File: config.mk
export PLATFORM = sky130hd
export DESIGN_NAME = bounce_generator
export DESIGN_NICKNAME = d
export VERILOG_FILES = /design/src/rtl/bounce_pkg.sv /design/src/rtl/lfsr_16.sv /design/src/rtl/bounce_generator.sv
export SDC_FILE = /design/constraint.sdc
export NUM_CORES = 1
export LEC_CHECK = 0
export ABC_CLOCK_PERIOD_IN_PS = 3800
export BUFFER_PORTS_ARGS = -buffer_cell sky130_fd_sc_hd__buf_4
export CAP_MARGIN = 0
export CELL_PAD_IN_SITES_DETAIL_PLACEMENT = 1
export CELL_PAD_IN_SITES_GLOBAL_PLACEMENT = 1
export CORE_ASPECT_RATIO = 0.5
export CORE_UTILIZATION = 50
export DETAILED_ROUTE_END_ITERATION = 6
export GPL_ROUTABILITY_DRIVEN = 0
export PLACE_DENSITY_LB_ADDON = 0.1
export SLEW_MARGIN = 10
export SYNTH_ARGS = -nofsm -noshare
export SYNTH_HDL_FRONTEND = slang
export SYNTH_SLANG_ARGS = --single-unit
File: constraint.sdc
create_clock -name i_clk -period 3.8 [get_ports i_clk]
set_clock_uncertainty 0.15 [all_clocks]
set_input_delay 0.19 -clock i_clk [delete_from_list [all_inputs] [get_ports i_clk]]
set_output_delay 0.19 -clock i_clk [all_outputs]
set_load 0.01 [all_outputs]
File: src/rtl/bounce_pkg.sv
// Shared types and constants for the switch-bounce emulator.
package bounce_pkg;

    // Burst controller states; encoding is visible on o_state.
    typedef enum logic [1:0] {
        IDLE   = 2'd0,
        BOUNCE = 2'd1,
        SETTLE = 2'd2
    } t_bounce_state;

    // Galois feedback taps for the 16-bit pseudo-random source.
    localparam logic [15:0] LFSR_TAPS = 16'hB400;

    // One Galois shift: shift right, fold the taps in when bit 0 falls out.
    function automatic logic [15:0] lfsr_next(input logic [15:0] q);
        logic [15:0] shifted;
        shifted = q >> 1;
        return q[0] ? (shifted ^ LFSR_TAPS) : shifted;
    endfunction

endpackage

File: src/rtl/lfsr_16.sv
// Free-running 16-bit Galois LFSR; a nonzero seed keeps it off the all-zero state.
module lfsr_16
    import bounce_pkg::*;
#(
    parameter logic [15:0] SEED = 16'hACE1
) (
    input  logic        i_clk,
    input  logic        i_rst_n,
    output logic [15:0] o_q
);

    // Advance once per clock; reset reloads the seed so sequences are repeatable.
    always_ff @(posedge i_clk or negedge i_rst_n) begin
        if (!i_rst_n) begin
            o_q <= SEED;
        end else begin
            o_q <= lfsr_next(o_q);
        end
    end

endmodule

File: src/rtl/bounce_generator.sv
// Emulates a bouncy mechanical contact: on each commanded level change it emits
// a burst of pseudo-random glitches timed on a prescaled tick, then settles.
module bounce_generator
    import bounce_pkg::*;
#(
    parameter int unsigned TICK_DIV     = 1_000,
    parameter int unsigned MAX_BOUNCES  = 8,
    parameter int unsigned SETTLE_TICKS = 16,
    parameter logic [15:0] SEED         = 16'hACE1
) (
    input  logic       i_clk,
    input  logic       i_rst_n,
    input  logic       i_level,
    input  logic       i_en,
    output logic       o_sw,
    output logic       o_busy,
    output logic [1:0] o_state,
    output logic       o_tick
);

    localparam int unsigned CNT_W = (TICK_DIV > 1) ? $clog2(TICK_DIV) : 1;
    localparam int unsigned NB_W  = $clog2(MAX_BOUNCES);
    localparam int unsigned ST_W  = (SETTLE_TICKS > 0) ? $clog2(SETTLE_TICKS + 1) : 1;

    localparam logic [CNT_W-1:0] PRESC_MAX = CNT_W'(TICK_DIV - 1);
    localparam logic [ST_W-1:0]  SETTLE_LD = ST_W'(SETTLE_TICKS);

    // Prescaler
    logic [CNT_W-1:0] r_presc;
    logic             tick;

    // LFSR
    logic [15:0] lfsr_q;
    logic        unused_lfsr;

    // Burst controller state and next-state
    t_bounce_state r_state,  state_d;
    logic          r_sw,     sw_d;
    logic          r_level,  level_d;
    logic          r_target, target_d;
    logic [NB_W:0] r_count,  count_d;
    logic [2:0]    r_wait,   wait_d;
    logic [ST_W-1:0] r_settle, settle_d;

    logic [NB_W:0] count_load;
    logic [2:0]    wait_load;
    logic          sw_flip;

    // Free-running prescaler wrapping at TICK_DIV-1.
    always_ff @(posedge i_clk or negedge i_rst_n) begin
        if (!i_rst_n) begin
            r_presc <= '0;
        end else if (r_presc == PRESC_MAX) begin
            r_presc <= '0;
        end else begin
            r_presc <= r_presc + CNT_W'(1);
        end
    end

    assign tick = (r_presc == PRESC_MAX);

    lfsr_16 #(
        .SEED (SEED)
    ) u_lfsr (
        .i_clk   (i_clk),
        .i_rst_n (i_rst_n),
        .o_q     (lfsr_q)
    );

    // Only the low bits feed the burst parameters.
    assign unused_lfsr = ^lfsr_q[15:NB_W];

    // Glitch count 1..MAX_BOUNCES and interval 1..4 ticks, both from the current LFSR.
    assign count_load = (NB_W + 1)'(lfsr_q[NB_W-1:0]) + (NB_W + 1)'(1);
    assign wait_load  = {1'b0, lfsr_q[1:0]} + 3'd1;
    assign sw_flip    = !r_sw;

    // Next-state logic; a level change always wins over a coincident tick.
    always_comb begin
        state_d  = r_state;
        sw_d     = r_sw;
        level_d  = r_level;
        target_d = r_target;
        count_d  = r_count;
        wait_d   = r_wait;
        settle_d = r_settle;

        case (r_state)
            IDLE: begin
                sw_d = r_level;
                if (i_level != r_level) begin
                    target_d = i_level;
                    sw_d     = i_level;
                    if (i_en) begin
                        // First contact lands immediately; glitches follow on ticks.
                        state_d = BOUNCE;
                        count_d = count_load;
                        wait_d  = wait_load;
                    end else begin
                        level_d = i_level;
                    end
                end
            end

            BOUNCE: begin
                if (!i_en) begin
                    state_d  = IDLE;
                    level_d  = i_level;
                    target_d = i_level;
                    sw_d     = i_level;
                    count_d  = '0;
                    wait_d   = '0;
                    settle_d = '0;
                end else if (i_level != r_target) begin
                    // Retarget only; the burst keeps its count and timing.
                    target_d = i_level;
                end else if (tick) begin
                    if (r_wait <= 3'd1) begin
                        sw_d   = sw_flip;
                        wait_d = wait_load;
                        // A glitch is complete once the contact returns to target.
                        if (sw_flip == r_target) begin
                            if (r_count <= (NB_W + 1)'(1)) begin
                                count_d  = '0;
                                state_d  = SETTLE;
                                settle_d = SETTLE_LD;
                            end else begin
                                count_d = r_count - (NB_W + 1)'(1);
                            end
                        end
                    end else begin
                        wait_d = r_wait - 3'd1;
                    end
                end
            end

            SETTLE: begin
                sw_d = r_target;
                if (!i_en) begin
                    state_d  = IDLE;
                    level_d  = i_level;
                    target_d = i_level;
                    sw_d     = i_level;
                    count_d  = '0;
                    wait_d   = '0;
                    settle_d = '0;
                end else if (i_level != r_target) begin
                    // New command while settling starts a fresh burst.
                    state_d  = BOUNCE;
                    target_d = i_level;
                    sw_d     = i_level;
                    count_d  = count_load;
                    wait_d   = wait_load;
                    settle_d = '0;
                end else if (tick) begin
                    if (r_settle <= ST_W'(1)) begin
                        state_d  = IDLE;
                        level_d  = r_target;
                        settle_d = '0;
                    end else begin
                        settle_d = r_settle - ST_W'(1);
                    end
                end
            end

            default: begin
                state_d = IDLE;
                sw_d    = r_level;
            end
        endcase
    end

    // State registers; reset discards any burst in flight.
    always_ff @(posedge i_clk or negedge i_rst_n) begin
        if (!i_rst_n) begin
            r_state  <= IDLE;
            r_sw     <= 1'b0;
            r_level  <= 1'b0;
            r_target <= 1'b0;
            r_count  <= '0;
            r_wait   <= '0;
            r_settle <= '0;
        end else begin
            r_state  <= state_d;
            r_sw     <= sw_d;
            r_level  <= level_d;
            r_target <= target_d;
            r_count  <= count_d;
            r_wait   <= wait_d;
            r_settle <= settle_d;
        end
    end

    assign o_sw    = r_sw;
    assign o_busy  = (r_state != IDLE);
    assign o_state = r_state;
    assign o_tick  = tick;

endmodule

### Yosys cells after proc, flatten, opt, wreduce, memory -nomap -nowiden

Cells that the tools add are included.

* latch bits: 0
* output and inout port bits: 5
* word-level logic and storage cells: 115
* memory bits (read-only): 0
* memory bits (writable): 0
* memories kept: 0
* flip-flop bits (word level): 43
* bits of input ports: 4

* div/mod/pow operators: 0
* shifts and indexed selects: 0
* bitwise gates (word level): 1
* multipliers: 0
* equal/unequal tests: 19
* $lt $le $gt $ge: 3
* add/sub/neg operators: 6
* multiplexer cells: 63
* reduce and logical (&&, ||, !) cells: 14

Operators with widths (number)
* 5-bit 2-to-1 mux: 10
* 4-bit 2-to-1 mux: 10
* 3-bit != test (second input constant): 9
* 2-bit 2-to-1 mux: 12
* 3-bit 2-to-1 mux: 8
* 16-bit 2-to-1 mux: 1
* 1-bit 2-to-1 mux: 14
* 4-bit case mux with 3 select lines: 1
* 10-bit by 1-bit adder with 10-bit output (second input constant): 1
* 10-bit == test (second input constant): 1
* 10-bit 2-to-1 mux: 1
* 5-bit case mux with 2 select lines: 1
* 3-bit case mux with 3 select lines: 1
* 9-bit AND reduction: 1
* 4-bit != test (second input constant): 2
* 8-bit AND reduction: 1
* 7-bit AND reduction: 1
* 1-bit case mux with 3 select lines: 2
* 2-bit case mux with 3 select lines: 1
* 6-bit AND reduction: 1
* 2-bit nonzero test: 3
* 5-bit by 1-bit <= comparator with 1-bit output (second input constant): 1
* 5-bit AND reduction: 1
* 5-bit by 1-bit subtractor with 5-bit output (second input constant): 1
* other kinds (19): 21

### Longest topological paths before layout

* word-level depth: 8
* mapped depth: 7

### Modules after synthesis

From an unflattened synthesis, not the netlist that was laid out.

* cell total of the unflattened synthesis: 226
* area, all modules: 2347.3 sq um

By module, submodules not included
* bounce_generator: area an instance 1910.6 sq um, cells each 207, instances 1, seq. area each 675.6 sq um
* lfsr_16: area an instance 436.7 sq um, cells each 19, instances 1, seq. area each 410.4 sq um

### Worst setup path before layout

OpenSTA, ideal clock, no wires.

* path kind: register -> register
* start: reg r_state[0], in the netlist o_state[0]
* end: reg r_settle[1]
* data required time: 3.525 ns
* library setup time: 0.125 ns
* data arrival time: 1.873 ns
* buffers on the path: 0
* clock period less this slack: 2.148 ns
* slack: 1.652 ns
* cell stages (with the launch flop): 8
* cell sequence: dfrtp_1 inv_1 ha_1 and3_1 a21oi_1 or2_2 nand3_4 mux2_4

* word-level cells in the longest chain between the ends: 3

Ends and longest elaborated chain
* start: declaration: line bounce_generator.sv:37 `t_bounce_state r_state, state_d;`
* start signal: assignment: line bounce_generator.sv:184 `r_state <= state_d;`
* 2-bit == test / 2-bit by 1-bit == test with 1-bit output (equally long branches): line bounce_generator.sv:88 `case (r_state)`
* 4-bit != test (no source line), or another cell as far along
* 7-bit AND reduction (no source line)
* end signal: assignment: line bounce_generator.sv:190 `r_settle <= settle_d;`
* end: declaration: line bounce_generator.sv:43 `logic [ST_W-1:0] r_settle, settle_d;`

Parallel ways exist; a longest one is shown, timed or not.
A chain may end at the register's enable or synchronous reset.

### Worst setup path in the final report

* start: reg r_target
* end: reg r_state[0], in the netlist o_state[0]

* word-level cells in the longest chain between the ends: 4

Ends and longest elaborated chain
* start: declaration: line bounce_generator.sv:40 `logic r_target, target_d;`
* start signal: assignment: line bounce_generator.sv:187 `r_target <= target_d;`
* 1-bit != test: line bounce_generator.sv:114, bounce_generator.sv:147
* 2-bit 2-to-1 mux: line bounce_generator.sv:147 `end else if (i_level != r_target) begin`
* 2-bit 2-to-1 mux: line bounce_generator.sv:139 `if (!i_en) begin`
* 2-bit case mux with 3 select lines: line bounce_generator.sv:88

Parallel ways exist; a longest one is shown, timed or not.

==> metrics.log <==
INFO  metric status = finished, final reports clean
INFO  metric clock_tree.buffer_depth = 2
INFO  metric critPathKind = reg -> reg
INFO  metric number_of_antenna_violations_at_the_first_check_in_global_routing = 0
INFO  metric synthDominantAreaCellType = dfrtp_1
INFO  metric average_instance_area_after_synthesis = 11.00 um^2
INFO  metric initial_core_util = 52.72%
INFO  metric timing_worst_slew_pin_value = 0.5453 ns
INFO  metric required_time_of_the_critical_path = 3.84 ns
INFO  metric drt-wirelength-per-cell = 17.24 um
INFO  metric cts_hold_repair.buffers = 1
INFO  metric maximum_number_of_pins_on_one_net_before_global_route_repair = 44
INFO  metric synthesis.nets = 234
INFO  metric rrSetupSlack = 1.33 ns
INFO  metric grt.total_usage = 22.33%
INFO  metric tns = 0 ns
INFO  metric register_area = roughly 1100 um^2
INFO  metric minimum_hold_slack = between 0.06 and 0.07 ns
INFO  metric cts_made_buffers = 5
INFO  metric max_clock_freq = about 0.40 GHz
INFO  metric cp_slowest_cell = nor4_2
INFO  metric die_area = 5005 um^2
INFO  metric core_area = 4467 um^2
INFO  metric dieWidth = 99.05 um
INFO  metric synthesis.yosys.warnings = 0
INFO  metric setup-violations-final = 0
INFO  metric postCtsResizedCells = 0
INFO  metric clock_latency = about 0.30 ns
INFO  metric synthesis.instances = 214
INFO  metric synthDominantCellAreaShare = 37.19%
INFO  metric grt_use_met1 = approximately 28%
INFO  metric path_clk_slew = 0.09 ns
INFO  metric endpoint_kind = flop
INFO  metric netlist_top_cells_area = dfrtp_1, dfstp_2, ha_1
INFO  metric postSynth.topFlopCell = dfrtp_1
INFO  metric layout_cells_sized_above_1 = between 10% and 20%
INFO  metric row_count = 17
INFO  metric cellLeakagePower = 1.164 nW
INFO  metric clk_root_buffer_cell = clkbuf_8
INFO  metric power.ir.vdd_worst = 0.2079 mV
INFO  metric busiest_layer = met2
INFO  metric cts_max_level = 2
INFO  metric drtAntennaViolNets = 0
INFO  metric via_cell_ratio = 5.755
INFO  metric groute.layer.met2.usage = 38.23%
INFO  metric global_route.usage.met3 = 5.432%
INFO  metric postLayoutSetupSlackWorst = 1.325 ns
INFO  metric cell_breakdown_of_the_critical_path = inv_1 > ha_1 > inv_1 > nor4_2 > or2_2 > nand4_4 > mux2_4
INFO  metric leftover_overflow_at_the_end_of_global_routing = 0
INFO  metric grt_setup_unrepaired = no
INFO  metric async_s_r_ff_share_synth = 100.0%
INFO  metric synth_edf_count = 0
INFO  metric count_of_buffers_added_by_post_cts_timing_repair_for_setup = 0
INFO  metric timing.critical_path.slowest_cell_delay = 0.53 ns
INFO  metric maxCapViolCount = 0
INFO  metric clock_sink_count = 43
INFO  metric post-route-period-util = 65.13%
INFO  metric worstPathArrival = 2.51 ns
INFO  metric first_global_vias = 1794
INFO  metric area_of_the_multi_input_gates = 1204 um^2
INFO  metric cts_tree = done
INFO  metric path_delay_family = simple AND/OR/NAND/NOR gates
INFO  metric postSynthRegisterBits = 43
INFO  metric final-max-slew-violation-count = 0
INFO  metric hold_viol_final = 0
INFO  metric floorplan.die.height = 50.53 um
INFO  metric path_buf_inv = 2
INFO  metric area_growth = 10.52%
INFO  metric final.min_clock_period = 2.475 ns
INFO  metric synthesis.area = ~2400 um^2
INFO  metric drt_iter0_drc = 76
INFO  metric io_buffers = 8
INFO  metric routed_wl = 4.930 mm
INFO  metric place_worst_setup_slack = 1.402 ns
INFO  metric min-delay-path-class = in -> reg
INFO  metric grt_pass1_wl = about 8.4 mm
INFO  metric path_max_fanout = 4
INFO  metric diodes = 0
INFO  metric num-nets-final = 248
INFO  metric power_density = 661.7 nW/um^2
INFO  metric critPathMostFrequentCell = inv_1
INFO  metric yosys.cell_types.count = 54
INFO  metric critical_path_startpoint_category = flop
INFO  metric vias = 1646
INFO  metric detailedPlacementHpwl = about 3.6 mm
INFO  metric filler_cell_count = around 490
INFO  metric synth_sequential_area_ratio = between 40% and 50%
INFO  metric dr.pass1.iters = 4
INFO  metric design.portCount = 9
INFO  metric slew-limit-headroom = 63.65%
INFO  metric drc_errors = 0
[layer usage]
metal / share of wire (%) / vias to the layer above
met3: 1.8 / 7
met5: 0 / -
li1: - / 788
met2: 47 / 10
met1: 50 / 841
met4: 1.2 / 0
[flip-flops by register name, summed over array words and instances (netlist names)]
register	flops
o_sw	1
r_presc	10
r_level	1
r_count	4
r_settle	5
r_target	1
u_lfsr.o_q	16
o_state	2
r_wait	3
[report_power, final]
part / internal, W / total (W) / switching (W)
clock: 0.000198 / 0.000370 / 0.000172
combinational: 0.000336 / 0.000777 / 0.000441
sequential: 0.000512 / 0.000575 / 0.0000631
[final cells by class]
class | instances | share of cell area [%]
Tap cell | 57 | 2.740
Multi-Input combinational cell | 154 | 46.25
Sequential cell | 43 | 41.73
Timing Repair Buffer | 9 | 2.692
Inverter | 15 | 2.163
Clock buffer | 5 | 2.644
Clock inverter | 3 | 1.779
[layout by cell type (no fill, tap or decap), types with 2 or more instances in the layout]
master / instances
mux2i_1: 3
a21oi_1: 6
nand3_1: 8
mux2_4: 4
buf_4: 8
dfrtp_1: 35
o32a_1: 2
o22ai_1: 2
mux2_1: 2
a21boi_0: 2
ha_1: 16
nand2_1: 12
nand2b_1: 4
xnor2_1: 6
o31ai_1: 3
nor3_1: 2
nor2_1: 19
dfstp_2: 8
inv_1: 15
o21ai_1: 3
a31oi_1: 5
nand2b_4: 2
xor2_1: 6
o21ai_0: 18
clkbuf_8: 5
[tightest hold or removal path, cell delays in order]
cell and delay (ns):
buf_4 0.17, nand2_1 0.07, mux2i_1 0.05
[stage by stage]
step                      total power [W]  util [%]  std cells  area (um^2)
final                            0.001722     58.26        286         2603
after global routing             0.001835     58.26        286         2603
after floorplan                  0.001154         -        214         2355
after global placement           0.001328     55.46        277         2477
after CTS                        0.001736     58.26        286         2603
after detailed placement         0.001352     55.46        277         2477
[cells by family (layout without fill, tap and decap cells)]
kind of cell               count (synthesis)  in the layout  share of synthesized area [%]
buffers and inverters                     17             32                          2.762
DFF                                       43             43                          46.12
AOI/OAI and AO/OA                         56             56                          17.06
adders and majority gates                 16             16                          8.502
and+or+nand+nor                           60             60                          15.84
xor gates and xnor gates                  12             12                          4.463
muxes                                     10             10                          5.260
[synthesized netlist by cell type, types with 2 or more instances]
cell type,n
a21boi_0,2
a21oi_1,6
a31oi_1,5
dfrtp_1,35
dfstp_2,8
ha_1,16
inv_1,15
mux2_1,2
mux2_4,4
mux2i_1,3
nand2_1,12
nand2b_1,4
nand2b_4,2
nand3_1,8
nor2_1,19
nor3_1,2
o21ai_0,18
o21ai_1,3
o22ai_1,2
o31ai_1,3
o32a_1,2
xnor2_1,6
xor2_1,6
[final timing paths]
path / end / from / depth (start not counted)
min reg2reg: u_lfsr.o_q[11] / u_lfsr.o_q[12] / 0
min in group asynchronous: r_level / i_rst_n / 2
max in group asynchronous: u_lfsr.o_q[0] / i_rst_n / 2
min: r_settle[4] / i_en / 3
max reg2reg: o_state[0] / r_target / 7
max: o_state[0] / r_target / 7
Power figures use the tool's default switching activity.
